--- config.mk ---
export PLATFORM = sky130hd
export DESIGN_NAME = rgb_seq_ctrl_flat
export DESIGN_NICKNAME = d
export VERILOG_FILES = /design/src/rtl/rgb_seq_pkg.sv /design/src/rtl/rgb_seq_if.sv /design/src/rtl/rgb_seq_tick.sv /design/src/rtl/rgb_seq_ctrl.sv /design/src/flat_wrapper.sv
export SDC_FILE = /design/constraint.sdc
export NUM_CORES = 1
export LEC_CHECK = 0
export ABC_AREA = 1
export ABC_CLOCK_PERIOD_IN_PS = 4100
export CAP_MARGIN = 10
export CORE_MARGIN = 2
export CORE_UTILIZATION = 60
export CTS_BUF_LIST = sky130_fd_sc_hd__clkbuf_4 sky130_fd_sc_hd__clkbuf_8
export DETAILED_ROUTE_END_ITERATION = 10
export GPL_TIMING_DRIVEN = 1
export HOLD_SLACK_MARGIN = 0.12
export PLACE_DENSITY_LB_ADDON = 0.2
export SYNTH_ARGS = -nofsm -noshare
export SYNTH_HDL_FRONTEND = slang
export SYNTH_SLANG_ARGS = --single-unit
--- constraint.sdc ---
create_clock -name clk -period 4.1 [get_ports clk]
set_input_delay 0.82 -clock clk [delete_from_list [all_inputs] [get_ports clk]]
set_output_delay 0.82 -clock clk [all_outputs]
set_load 0.03 [all_outputs]
--- src/rtl/rgb_seq_pkg.sv ---
// Purpose : shared definitions for the RGB colour sequencer (state encoding,
//           register offsets, CTRL and ENTRY field positions, channel step helper).
// Ports   : none (package). Build option RGB_SEQ_LOOP_EN is consumed by rgb_seq_ctrl.
package rgb_seq_pkg;

   typedef enum logic [1:0] {
      ST_IDLE = 2'd0,
      ST_LOAD = 2'd1,
      ST_FADE = 2'd2,
      ST_HOLD = 2'd3
   } state_t;

   // Register offsets from BASE_ADDR
   localparam logic [3:0] OFF_CTRL   = 4'd0;
   localparam logic [3:0] OFF_PRESC  = 4'd1;
   localparam logic [3:0] OFF_STATUS = 4'd2;
   localparam logic [3:0] OFF_ENTRY  = 4'd8;

   // CTRL fields
   localparam int CTRL_START_BIT = 0;
   localparam int CTRL_STOP_BIT  = 1;
   localparam int CTRL_LAST_LSB  = 8;

   // ENTRY fields
   localparam int ENT_HOLD_LSB = 24;
   localparam int ENT_R_LSB    = 16;
   localparam int ENT_G_LSB    = 8;
   localparam int ENT_B_LSB    = 0;

   // One linear fade step of a single channel toward its target.
   function automatic logic [7:0] step_toward(input logic [7:0] cur, input logic [7:0] tgt);
      if (cur < tgt)      return cur + 8'd1;
      else if (cur > tgt) return cur - 8'd1;
      else                return cur;
   endfunction

endpackage

--- src/rtl/rgb_seq_if.sv ---
// Purpose : register-bus bundle between the SPI-slave register bus and the sequencer.
// Ports   : we/addr/wdat driven by the bus master; rdat/hit returned combinationally
//           by the slave. Modports: master (bus side), slave (sequencer side).
interface rgb_seq_if;
   logic        we;
   logic [6:0]  addr;
   logic [31:0] wdat;
   logic [31:0] rdat;
   logic        hit;

   modport master (output we, addr, wdat, input  rdat, hit);
   modport slave  (input  we, addr, wdat, output rdat, hit);
endinterface

--- src/rtl/rgb_seq_tick.sv ---
// Purpose : free-running prescaler; tick_o pulses one cycle every presc_i+1 cycles.
// Latency : tick_o is combinational from the counter; a load takes effect next cycle.
// Ports   : clk, reset (sync, active-high), load_i/load_val_i (PRESC register write),
//           presc_i (current PRESC value, reload source on tick), tick_o.
module rgb_seq_tick #(
   parameter logic [15:0] PRESC_RST = 16'd47999
) (
   input  logic        clk,
   input  logic        reset,
   input  logic        load_i,
   input  logic [15:0] load_val_i,
   input  logic [15:0] presc_i,
   output logic        tick_o
);

   logic [15:0] cnt_q, cnt_d;

   assign tick_o = (cnt_q == 16'd0);

   // A PRESC write restarts the period with the newly written value,
   // taking priority over the reload that a coincident tick would do.
   always_comb begin
      cnt_d = cnt_q - 16'd1;
      if (load_i)      cnt_d = load_val_i;
      else if (tick_o) cnt_d = presc_i;
   end

   always_ff @(posedge clk) begin
      if (reset) cnt_q <= PRESC_RST;
      else       cnt_q <= cnt_d;
   end

endmodule

--- src/rtl/rgb_seq_ctrl.sv ---
// Purpose : RGB colour sequencer; fades linearly through an 8-entry pattern table
//           and holds each colour, driving the PWM dimmer duty inputs.
// Ports   : clk, reset (sync, active-high), bus (rgb_seq_if.slave register bus),
//           red/grn/blu (registered duty), busy (not IDLE), done (end-of-run pulse).
// Build   : RGB_SEQ_LOOP_EN defined -> the table wraps to entry 0 forever, no done.
module rgb_seq_ctrl
   import rgb_seq_pkg::*;
#(
   parameter logic [6:0]  BASE_ADDR = 7'h10,
   parameter logic [15:0] PRESC_RST = 16'd47999
) (
   input  logic       clk,
   input  logic       reset,
   rgb_seq_if.slave   bus,
   output logic [7:0] red,
   output logic [7:0] grn,
   output logic [7:0] blu,
   output logic       busy,
   output logic       done
);

   // ---------------- register decode ----------------
   logic [6:0] off;
   logic       wr, ctrl_wr, presc_wr, entry_wr, start, stop, tick;

   assign off      = bus.addr - BASE_ADDR;
   assign bus.hit  = (bus.addr >= BASE_ADDR) && (off < 7'd16);
   assign wr       = bus.we && bus.hit;
   assign ctrl_wr  = wr && (off[3:0] == OFF_CTRL);
   assign presc_wr = wr && (off[3:0] == OFF_PRESC);
   assign entry_wr = wr && off[3];
   assign start    = ctrl_wr && bus.wdat[CTRL_START_BIT];
   assign stop     = ctrl_wr && bus.wdat[CTRL_STOP_BIT];

   // ---------------- register file ----------------
   logic [2:0]  last_q;
   logic [15:0] presc_q;
   logic [31:0] entry_q [8];

   always_ff @(posedge clk) begin
      if (reset) begin
         last_q  <= 3'd7;
         presc_q <= PRESC_RST;
         for (int i = 0; i < 8; i++) entry_q[i] <= '0;
      end else begin
         if (ctrl_wr)  last_q  <= bus.wdat[CTRL_LAST_LSB +: 3];
         if (presc_wr) presc_q <= bus.wdat[15:0];
         if (entry_wr) entry_q[off[2:0]] <= bus.wdat;
      end
   end

   rgb_seq_tick #(.PRESC_RST(PRESC_RST)) u_tick (
      .clk        (clk),
      .reset      (reset),
      .load_i     (presc_wr),
      .load_val_i (bus.wdat[15:0]),
      .presc_i    (presc_q),
      .tick_o     (tick)
   );

   // ---------------- sequencer FSM + channel steppers ----------------
   state_t      state_q, state_d;
   logic [2:0]  idx_q, idx_d;
   logic [7:0]  tgt_r_q, tgt_r_d, tgt_g_q, tgt_g_d, tgt_b_q, tgt_b_d;
   logic [7:0]  hold_q, hold_d, hcnt_q, hcnt_d;
   logic [7:0]  red_q, red_d, grn_q, grn_d, blu_q, blu_d;
   logic        done_q, done_d;
   logic [31:0] cur_entry;
   logic        at_tgt;

   assign cur_entry = entry_q[idx_q];
   assign at_tgt    = (red_q == tgt_r_q) && (grn_q == tgt_g_q) && (blu_q == tgt_b_q);

   always_comb begin
      state_d = state_q;
      idx_d   = idx_q;
      tgt_r_d = tgt_r_q;
      tgt_g_d = tgt_g_q;
      tgt_b_d = tgt_b_q;
      hold_d  = hold_q;
      hcnt_d  = hcnt_q;
      red_d   = red_q;
      grn_d   = grn_q;
      blu_d   = blu_q;
      done_d  = 1'b0;

      // Control writes pre-empt the FSM; stop beats start. Neither lets a
      // coincident tick move the colour, so outputs freeze exactly as seen.
      if (stop) begin
         state_d = ST_IDLE;
      end else if (start) begin
         state_d = ST_LOAD;
         idx_d   = 3'd0;
      end else begin
         case (state_q)
            ST_LOAD: begin
               tgt_r_d = cur_entry[ENT_R_LSB +: 8];
               tgt_g_d = cur_entry[ENT_G_LSB +: 8];
               tgt_b_d = cur_entry[ENT_B_LSB +: 8];
               hold_d  = cur_entry[ENT_HOLD_LSB +: 8];
               hcnt_d  = 8'd0;
               state_d = ST_FADE;
            end
            ST_FADE: begin
               if (at_tgt) begin
                  state_d = ST_HOLD;
               end else if (tick) begin
                  red_d = step_toward(red_q, tgt_r_q);
                  grn_d = step_toward(grn_q, tgt_g_q);
                  blu_d = step_toward(blu_q, tgt_b_q);
               end
            end
            ST_HOLD: begin
               if (tick) begin
                  if (hcnt_q == hold_q) begin
                     // idx beyond last (last lowered mid-run) also ends the run
                     if (idx_q < last_q) begin
                        idx_d   = idx_q + 3'd1;
                        state_d = ST_LOAD;
                     end else begin
`ifdef RGB_SEQ_LOOP_EN
                        idx_d   = 3'd0;
                        state_d = ST_LOAD;
`else
                        state_d = ST_IDLE;
                        done_d  = 1'b1;
`endif
                     end
                  end else begin
                     hcnt_d = hcnt_q + 8'd1;
                  end
               end
            end
            default: ;
         endcase
      end
   end

   always_ff @(posedge clk) begin
      if (reset) begin
         state_q <= ST_IDLE;
         idx_q   <= 3'd0;
         tgt_r_q <= 8'd0;
         tgt_g_q <= 8'd0;
         tgt_b_q <= 8'd0;
         hold_q  <= 8'd0;
         hcnt_q  <= 8'd0;
         red_q   <= 8'd0;
         grn_q   <= 8'd0;
         blu_q   <= 8'd0;
         done_q  <= 1'b0;
      end else begin
         state_q <= state_d;
         idx_q   <= idx_d;
         tgt_r_q <= tgt_r_d;
         tgt_g_q <= tgt_g_d;
         tgt_b_q <= tgt_b_d;
         hold_q  <= hold_d;
         hcnt_q  <= hcnt_d;
         red_q   <= red_d;
         grn_q   <= grn_d;
         blu_q   <= blu_d;
         done_q  <= done_d;
      end
   end

   assign red  = red_q;
   assign grn  = grn_q;
   assign blu  = blu_q;
   assign busy = (state_q != ST_IDLE);
   assign done = done_q;

   // ---------------- read mux ----------------
   always_comb begin
      bus.rdat = '0;
      if (bus.hit) begin
         case (off[3:0])
            OFF_CTRL:   bus.rdat[CTRL_LAST_LSB +: 3] = last_q;
            OFF_PRESC:  bus.rdat[15:0] = presc_q;
            OFF_STATUS: bus.rdat = {red_q, grn_q, blu_q, 1'b0, idx_q, 1'b0, state_q, busy};
            default:    if (off[3]) bus.rdat = entry_q[off[2:0]];
         endcase
      end
   end

endmodule
--- src/flat_wrapper.sv ---
// flat-port wrapper written by rule: the top's interface ports become plain ports
module rgb_seq_ctrl_flat import rgb_seq_pkg::*;
#(
   parameter logic [6:0]  BASE_ADDR = 7'h10,
   parameter logic [15:0] PRESC_RST = 16'd47999
)
  (clk, reset, red, grn, blu, busy, done, bus_we, bus_addr, bus_wdat, bus_rdat, bus_hit);
  rgb_seq_if bus_i ();
  input  logic clk;
  input  logic reset;
  output logic [7:0] red;
  output logic [7:0] grn;
  output logic [7:0] blu;
  output logic busy;
  output logic done;
  input wire logic [$bits(bus_i.we)-1:0] bus_we;
  input wire logic [$bits(bus_i.addr)-1:0] bus_addr;
  input wire logic [$bits(bus_i.wdat)-1:0] bus_wdat;
  output wire logic [$bits(bus_i.rdat)-1:0] bus_rdat;
  output wire logic [$bits(bus_i.hit)-1:0] bus_hit;
  assign bus_i.we = bus_we;
  assign bus_i.addr = bus_addr;
  assign bus_i.wdat = bus_wdat;
  assign bus_rdat = bus_i.rdat;
  assign bus_hit = bus_i.hit;
  rgb_seq_ctrl #(.BASE_ADDR(BASE_ADDR), .PRESC_RST(PRESC_RST)) u_core (.clk(clk), .reset(reset), .bus(bus_i), .red(red), .grn(grn), .blu(blu), .busy(busy), .done(done));
endmodule
### Word-level counts from Yosys, hierarchy flattened

Memory sizes are Yosys's and may differ from the RTL's. A register that Yosys moved wholly into a read port is not among the register bits.
Index checks and enable logic that the tools add are counted.
Widths: inputs -> output; s select.

| word-level totals | value |
|---|---|
| word-level logic and storage cells | 125 |
| latch bits | 0 |
| register bits | 73 |
| bits in read-only memories | 0 |
| output and inout bits | 59 |
| memory bits (writable) | 256 |
| memories kept | 1 |

Memory list:

| name | depth | bits a word | read ports | clocked after Yosys merged registers in | wr ports | line | RTL |
|---|---|---|---|---|---|---|---|
| u_core.entry_q | 8 | 32 | 2 | 1 | 8 | rgb_seq_ctrl.sv:38 | `logic [31:0] entry_q [8];` |

| cells by class | value |
|---|---|
| $lt $le $gt $ge | 9 |
| muxes and demuxes | 37 |
| shifts and indexed selects | 0 |
| multipliers | 0 |
| add/subtract/negate cells | 10 |
| bitwise operators | 6 |
| reductions and logical operators | 35 |
| div/mod/pow operators | 0 |
| equal/unequal tests | 16 |

Operator list:

| operator | number |
|---|---|
| $mux 32 | 3 |
| $mux 8 | 8 |
| $add 8x1->8 const B | 4 |
| $eq 8x8->1 | 4 |
| $mux 16 | 2 |
| $pmux 16 s2 | 1 |
| $reduce_or 32->1 | 1 |
| $gt 8x8->1 | 3 |
| $lt 8x8->1 | 3 |
| $pmux 8 s3 | 1 |
| $sub 8x1->8 const B | 3 |
| $mux 3 | 6 |
| $reduce_and 6->1 | 3 |
| $reduce_bool 2->1 | 9 |
| $logic_not 16->1 | 1 |
| $pmux 8 s2 | 1 |
| $sub 16x1->16 const B | 1 |
| $pmux 5 s3 | 1 |
| $reduce_and 5->1 | 2 |
| $logic_and 1x1->1 | 9 |
| $mux 1 | 9 |
| $ne 3x1->1 const B | 3 |
| $pmux 3 s3 | 1 |
| $reduce_and 4->1 | 2 |
| 21 further kinds | 32 |

### Logic depth before layout (Yosys ltp)

| depth | value |
|---|---|
| depth in word-level cells | 10 |
| mapped depth | 19 |
| mapped depth without buffers | 19 |

### By module

Synthesis repeated with hierarchy kept, for this count alone.

| unflattened totals | value |
|---|---|
| cell total of the unflattened synthesis | 2490 |
| area, all modules | 19932.9 µm² |

Modules (own cells, without submodules):

| module | cells an instance | area each (µm²) | instances | sequential area each (µm²) |
|---|---|---|---|---|
| rgb_seq_ctrl | 2290 | 18665.4 | 1 | 9469.1 |
| rgb_seq_tick | 200 | 1267.5 | 1 | 320.3 |

### Least setup slack after synthesis

Ideal clock, no wire load.

| timing | value |
|---|---|
| path kind | input -> register |
| start point | input bus_addr[4] |
| end point | memory u_core.entry_q[0][0], enable pin |
| required time | 3711 ps |
| setup slack | 819 ps |
| path buffers | 1 |
| cell stages on the path | 11 |
| arrival time | 2891 ps |
| library setup time | 389 ps |
| cell sequence | inv_1 -> ha_1 -> nand2_1 -> inv_1 -> nand3_1 -> nor2_1 -> inv_1 -> nor3_4 -> nand2_1 -> buf_6 -> nand2_1 |

RTL lines:

| item | line | RTL |
|---|---|---|
| from (decl) | flat_wrapper.sv:17 | `input wire logic [$bits(bus_i.addr)-1:0] bus_addr;` |
| to (decl) | rgb_seq_ctrl.sv:38 |  |

### Worst setup path after layout

| timing | value |
|---|---|
| start point | input bus_addr[1] |
| end point | output bus_rdat[26] |

| between the ends | value |
|---|---|
| longest elaborated chain between the ends | 5 |
| elaborated cells between the ends (all ways) | 12 |

RTL lines:

| item | line | RTL |
|---|---|---|
| $sub 7x5->7 | rgb_seq_ctrl.sv:26 | `assign off = bus.addr - BASE_ADDR;` |
| $mem_v2 8x32 (tied with other cells) | n/a |  |
| $mux 32 / $reduce_or 2->1 (equally long branches) | n/a |  |
| $pmux 16 s2 | rgb_seq_ctrl.sv:177 | `case (off[3:0])` |
| $mux 32 (*) | rgb_seq_ctrl.sv:176 | `if (bus.hit) begin` |
| to (decl) | flat_wrapper.sv:19 | `output wire logic [$bits(bus_i.rdat)-1:0] bus_rdat;` |

Mark *: on every way between the ends. The rest lies on a longest branch, timed or not.

==> results by group <==
STA
  • PnR worst setup slack: 0.08425 ns
  • Fmax: 249.0 MHz
  • Clock skew: 0.02690 ns
  • Period Utilization, post-route: 97.95%
  • Final Slew Violations: 0
  • Slew margin rel.: 51.98%
  • Worst Tran Pin Value: 0.7203 ns
  • Final setup vio count: 0
  • Setup TNS: 0 ns
  • Tmin final: 4.016 ns
  • Unrepaired setup endpoints after global routing: no
  • Final Hold Vio Count: 0

GRT
  • Initial antenna violation count: 3
  • Met3 usage in global routing: 8.648%
  • GRT Overall Usage: 39.55%
  • Met1 GRT Util: 51.03%
  • GR Overflow Total: 0
  • First-pass GRT wire length: 101.8 mm
  • Largest net degree at the start of global routing: 103
  • Met2 usage: 60.87%
  • Vias in the first global route: 17,990
  • Busiest grt layer: met2

Setup path
  • CP Data Arrival Time: 3.20 ns
  • Crit Reg-Reg Startpoint: u_core.grn[5]$_SDFFE_PP0P_
  • Critical Path RT: 3.28 ns
  • R2R Setup Slk: 1.32 ns
  • Startpoint Class: input port
  • Register-to-Register Path Depth: 12
  • Crit-path max FO: 12
  • Crit path from: bus_addr[1]
  • WS Path Type: input port to primary output
  • Worst setup EP type: primary output
  • Worst reg2reg path endpoint: u_core.grn[5]$_SDFFE_PP0P_
  • CP Capture Point: bus_rdat[26]

Die
  • Die area: 34,480 um^2
  • Starting Density: 60.87%
  • Core region area: 32,540 um^2
  • Die Y: 185.7 um
  • IO Pins: 101
  • Die span in x: 185.7 um
  • Std-Cell Rows: 66

Synthesis
  • Unique masters post-synth: 46
  • Post-synth top area cell: edfxtp_1
  • Number of synthesized flops with an enable pin: 256
  • Area share of the largest cell type after synthesis: 38.82%
  • Syn. warnings: 0
  • Syn Area/Cell: 7.957 um^2
  • Area contributors post-synth: edfxtp_1 (39%), dfxtp_1 (11%), nand2_1 (9.9%)
  • Syn Nets: 2,584
  • Post-synthesis async set-or-reset flop share: 0%
  • Post-synthesis register bit count: 361
  • Register area share after synthesis: 49.43%
  • Synth Cell Area: 19,800 um^2
  • Post-synthesis cell count: 2,489
  • Synth Flop Type: edfxtp_1

Place
  • Placed inst area: 21,220 um^2
  • Post-DP HPWL: 44.15 mm
  • Port-buffer cells: 100
  • GPL Wtd Cong: 1.002
  • Pre-CTS setup slack: 0.05390 ns

Route
  • Drt total wl: 67.64 mm
  • Vias: 19,050
  • 1st-iter DRT viols: 2,792
  • Remaining antenna violation count: 0
  • Via density: 6.185
  • 1st-pass router iterations: 6
  • DRC viols: 0
  • Routed len/inst: 21.96 um

Hold path
  • HP Start: u_core.last_q[2]$_SDFFE_PP1N_
  • Hold Path Class: flip-flop to flip-flop

Clock tree
  • Maximum buffer depth of the clock tree: 3
  • Reg clk slew, reported paths: 0.06 ns
  • Latest clock arrival within the worst-skew pair: 0.67 ns
  • CTS buffer count: 60
  • Setup Buffers After CTS: 0
  • TritonCTS Sinks: 361
  • H-tree depth: 2
  • TritonCTS clock tree: yes
  • Root Driver: clkbuf_8

Pwr
  • Max VDD drop: 0.3133 mV
  • Leak: 0.009090 uW
  • Pwr dens: 357.7 nW/um^2

Cells and area
  • Most common cell after layout, fill and taps aside: nand2_1
  • Finished layout cell area: 22,460 um^2
  • Share of cells above drive strength 1: 8.425%
  • Final-stage net count: 2,683
  • Area Growth Syn to Fin: 13.42%
  • Commonest cells after routing, fill and taps aside: nand2_1 (522), nor2_1 (486), edfxtp_1 (256)

Job
  • MaxCap Viol Count: 0

Run status
  • Status: finished, final reports clean
-- stage by stage --
step,power [uW],util [%],std cells,hold WS (ns)
after floorplan,4491,-,2489,0.4426
after global placement,4780,65.22,2968,0.4521
after detailed placement,4794,65.22,2968,0.4598
after CTS,8014,68.98,3077,0.4731
after global routing,8241,69.04,3080,0.4996
final,8034,69.04,3080,0.4766
-- cells in the mapped netlist, types with 12 or more instances --
library cell / instances
a21oi_1: 160
a22oi_1: 32
buf_1: 12
buf_2: 27
buf_6: 24
clkbuf_1: 70
dfxtp_1: 105
edfxtp_1: 256
ha_1: 50
inv_1: 223
nand2_1: 523
nand3_1: 63
nand4_1: 64
nor2_1: 487
o21ai_0: 242
o21ai_1: 13
o22ai_1: 26
xor2_1: 16
-- critical path, stage by stage --
cell,delay (ns)
clkdlybuf4s50_1,0.59
inv_1,0.11
nand3_1,0.20
buf_6,0.25
inv_1,0.08
buf_4,0.19
a22oi_1,0.15
nand4_1,0.36
nand2_1,0.17
a21oi_1,0.09
buf_4,0.17
-- report_power, final --
part,internal (uW),total [uW],switching [uW]
clock network,1790,3280,1490
logic,187,639,452
registers,4040,4110,74.9
total,6010,8030,2020
-- cell type report --
| cell class | count | area, um^2 |
|---|---|---|
| diodes | 3 | 7.507 |
| clock buffers | 87 | 1066 |
| clock inverters | 22 | 157.7 |
| fillers | 2699 | 10070 |
| inverters | 235 | 882.1 |
| multi-input cells | 1759 | 8428 |
| flip-flops and latches | 361 | 9797 |
| well taps | 442 | 553.0 |
| repair buffers | 171 | 1570 |
-- kinds of logic (layout without fill, tap and decap cells) --
logic type | Yosys count | in the layout | share of synthesized area, %
AO/OA/AOI/OAI | 519 | 519 | 14.34
XOR/XNOR | 23 | 23 | 1.017
other | 0 | 3 | 0
AND/OR/NAND/NOR | 1164 | 1164 | 23.66
buffers and inverters | 369 | 515 | 8.093
adder cells (fa/ha/maj) | 53 | 53 | 3.462
flip-flops | 361 | 361 | 49.43
-- layer usage --
layer | share of wire, % | vias to the layer above
met5 | 0 | -
met4 | 6.2 | 0
met3 | 14 | 294
met2 | 44 | 1471
met1 | 36 | 8753
li1 | - | 8531
-- timing repair --
item,4_1_cts,5_1_grt
resized for setup,0,6
hold buffers,0,0
setup endpoints to repair,0,6
-- state kept, by name (all words and copies together) (netlist names), 3 cells and up --
| register | cells |
|---|---|
| u_core.blu | 8 |
| u_core.presc_q | 16 |
| u_core.tgt_b_q | 8 |
| u_core.grn | 8 |
| u_core.idx_q | 3 |
| u_core.hold_q | 8 |
| u_core.hcnt_q | 8 |
| u_core.last_q | 3 |
| u_core.tgt_g_q | 8 |
| u_core.u_tick.cnt_q | 16 |
| u_core.tgt_r_q | 8 |
| u_core.entry_q | 256 |
| u_core.red | 8 |
-- how the worst min path moves through the flow --
stage | endpoint | slack (ns) | cells after the start
floorplan | u_core.last_q[0]$_SDFFE_PP1N_ | 0.44 | 2
global placement | u_core.last_q[1]$_SDFFE_PP1N_ | 0.45 | 2
detailed placement | u_core.last_q[2]$_SDFFE_PP1N_ | 0.46 | 2
CTS | u_core.last_q[2]$_SDFFE_PP1N_ | 0.47 | 2
global route | u_core.tgt_g_q[7]$_SDFFE_PP0P_ | 0.50 | 2
finish | u_core.last_q[2]$_SDFFE_PP1N_ | 0.48 | 2
Note: power is estimated with default switching activity, not from simulation.
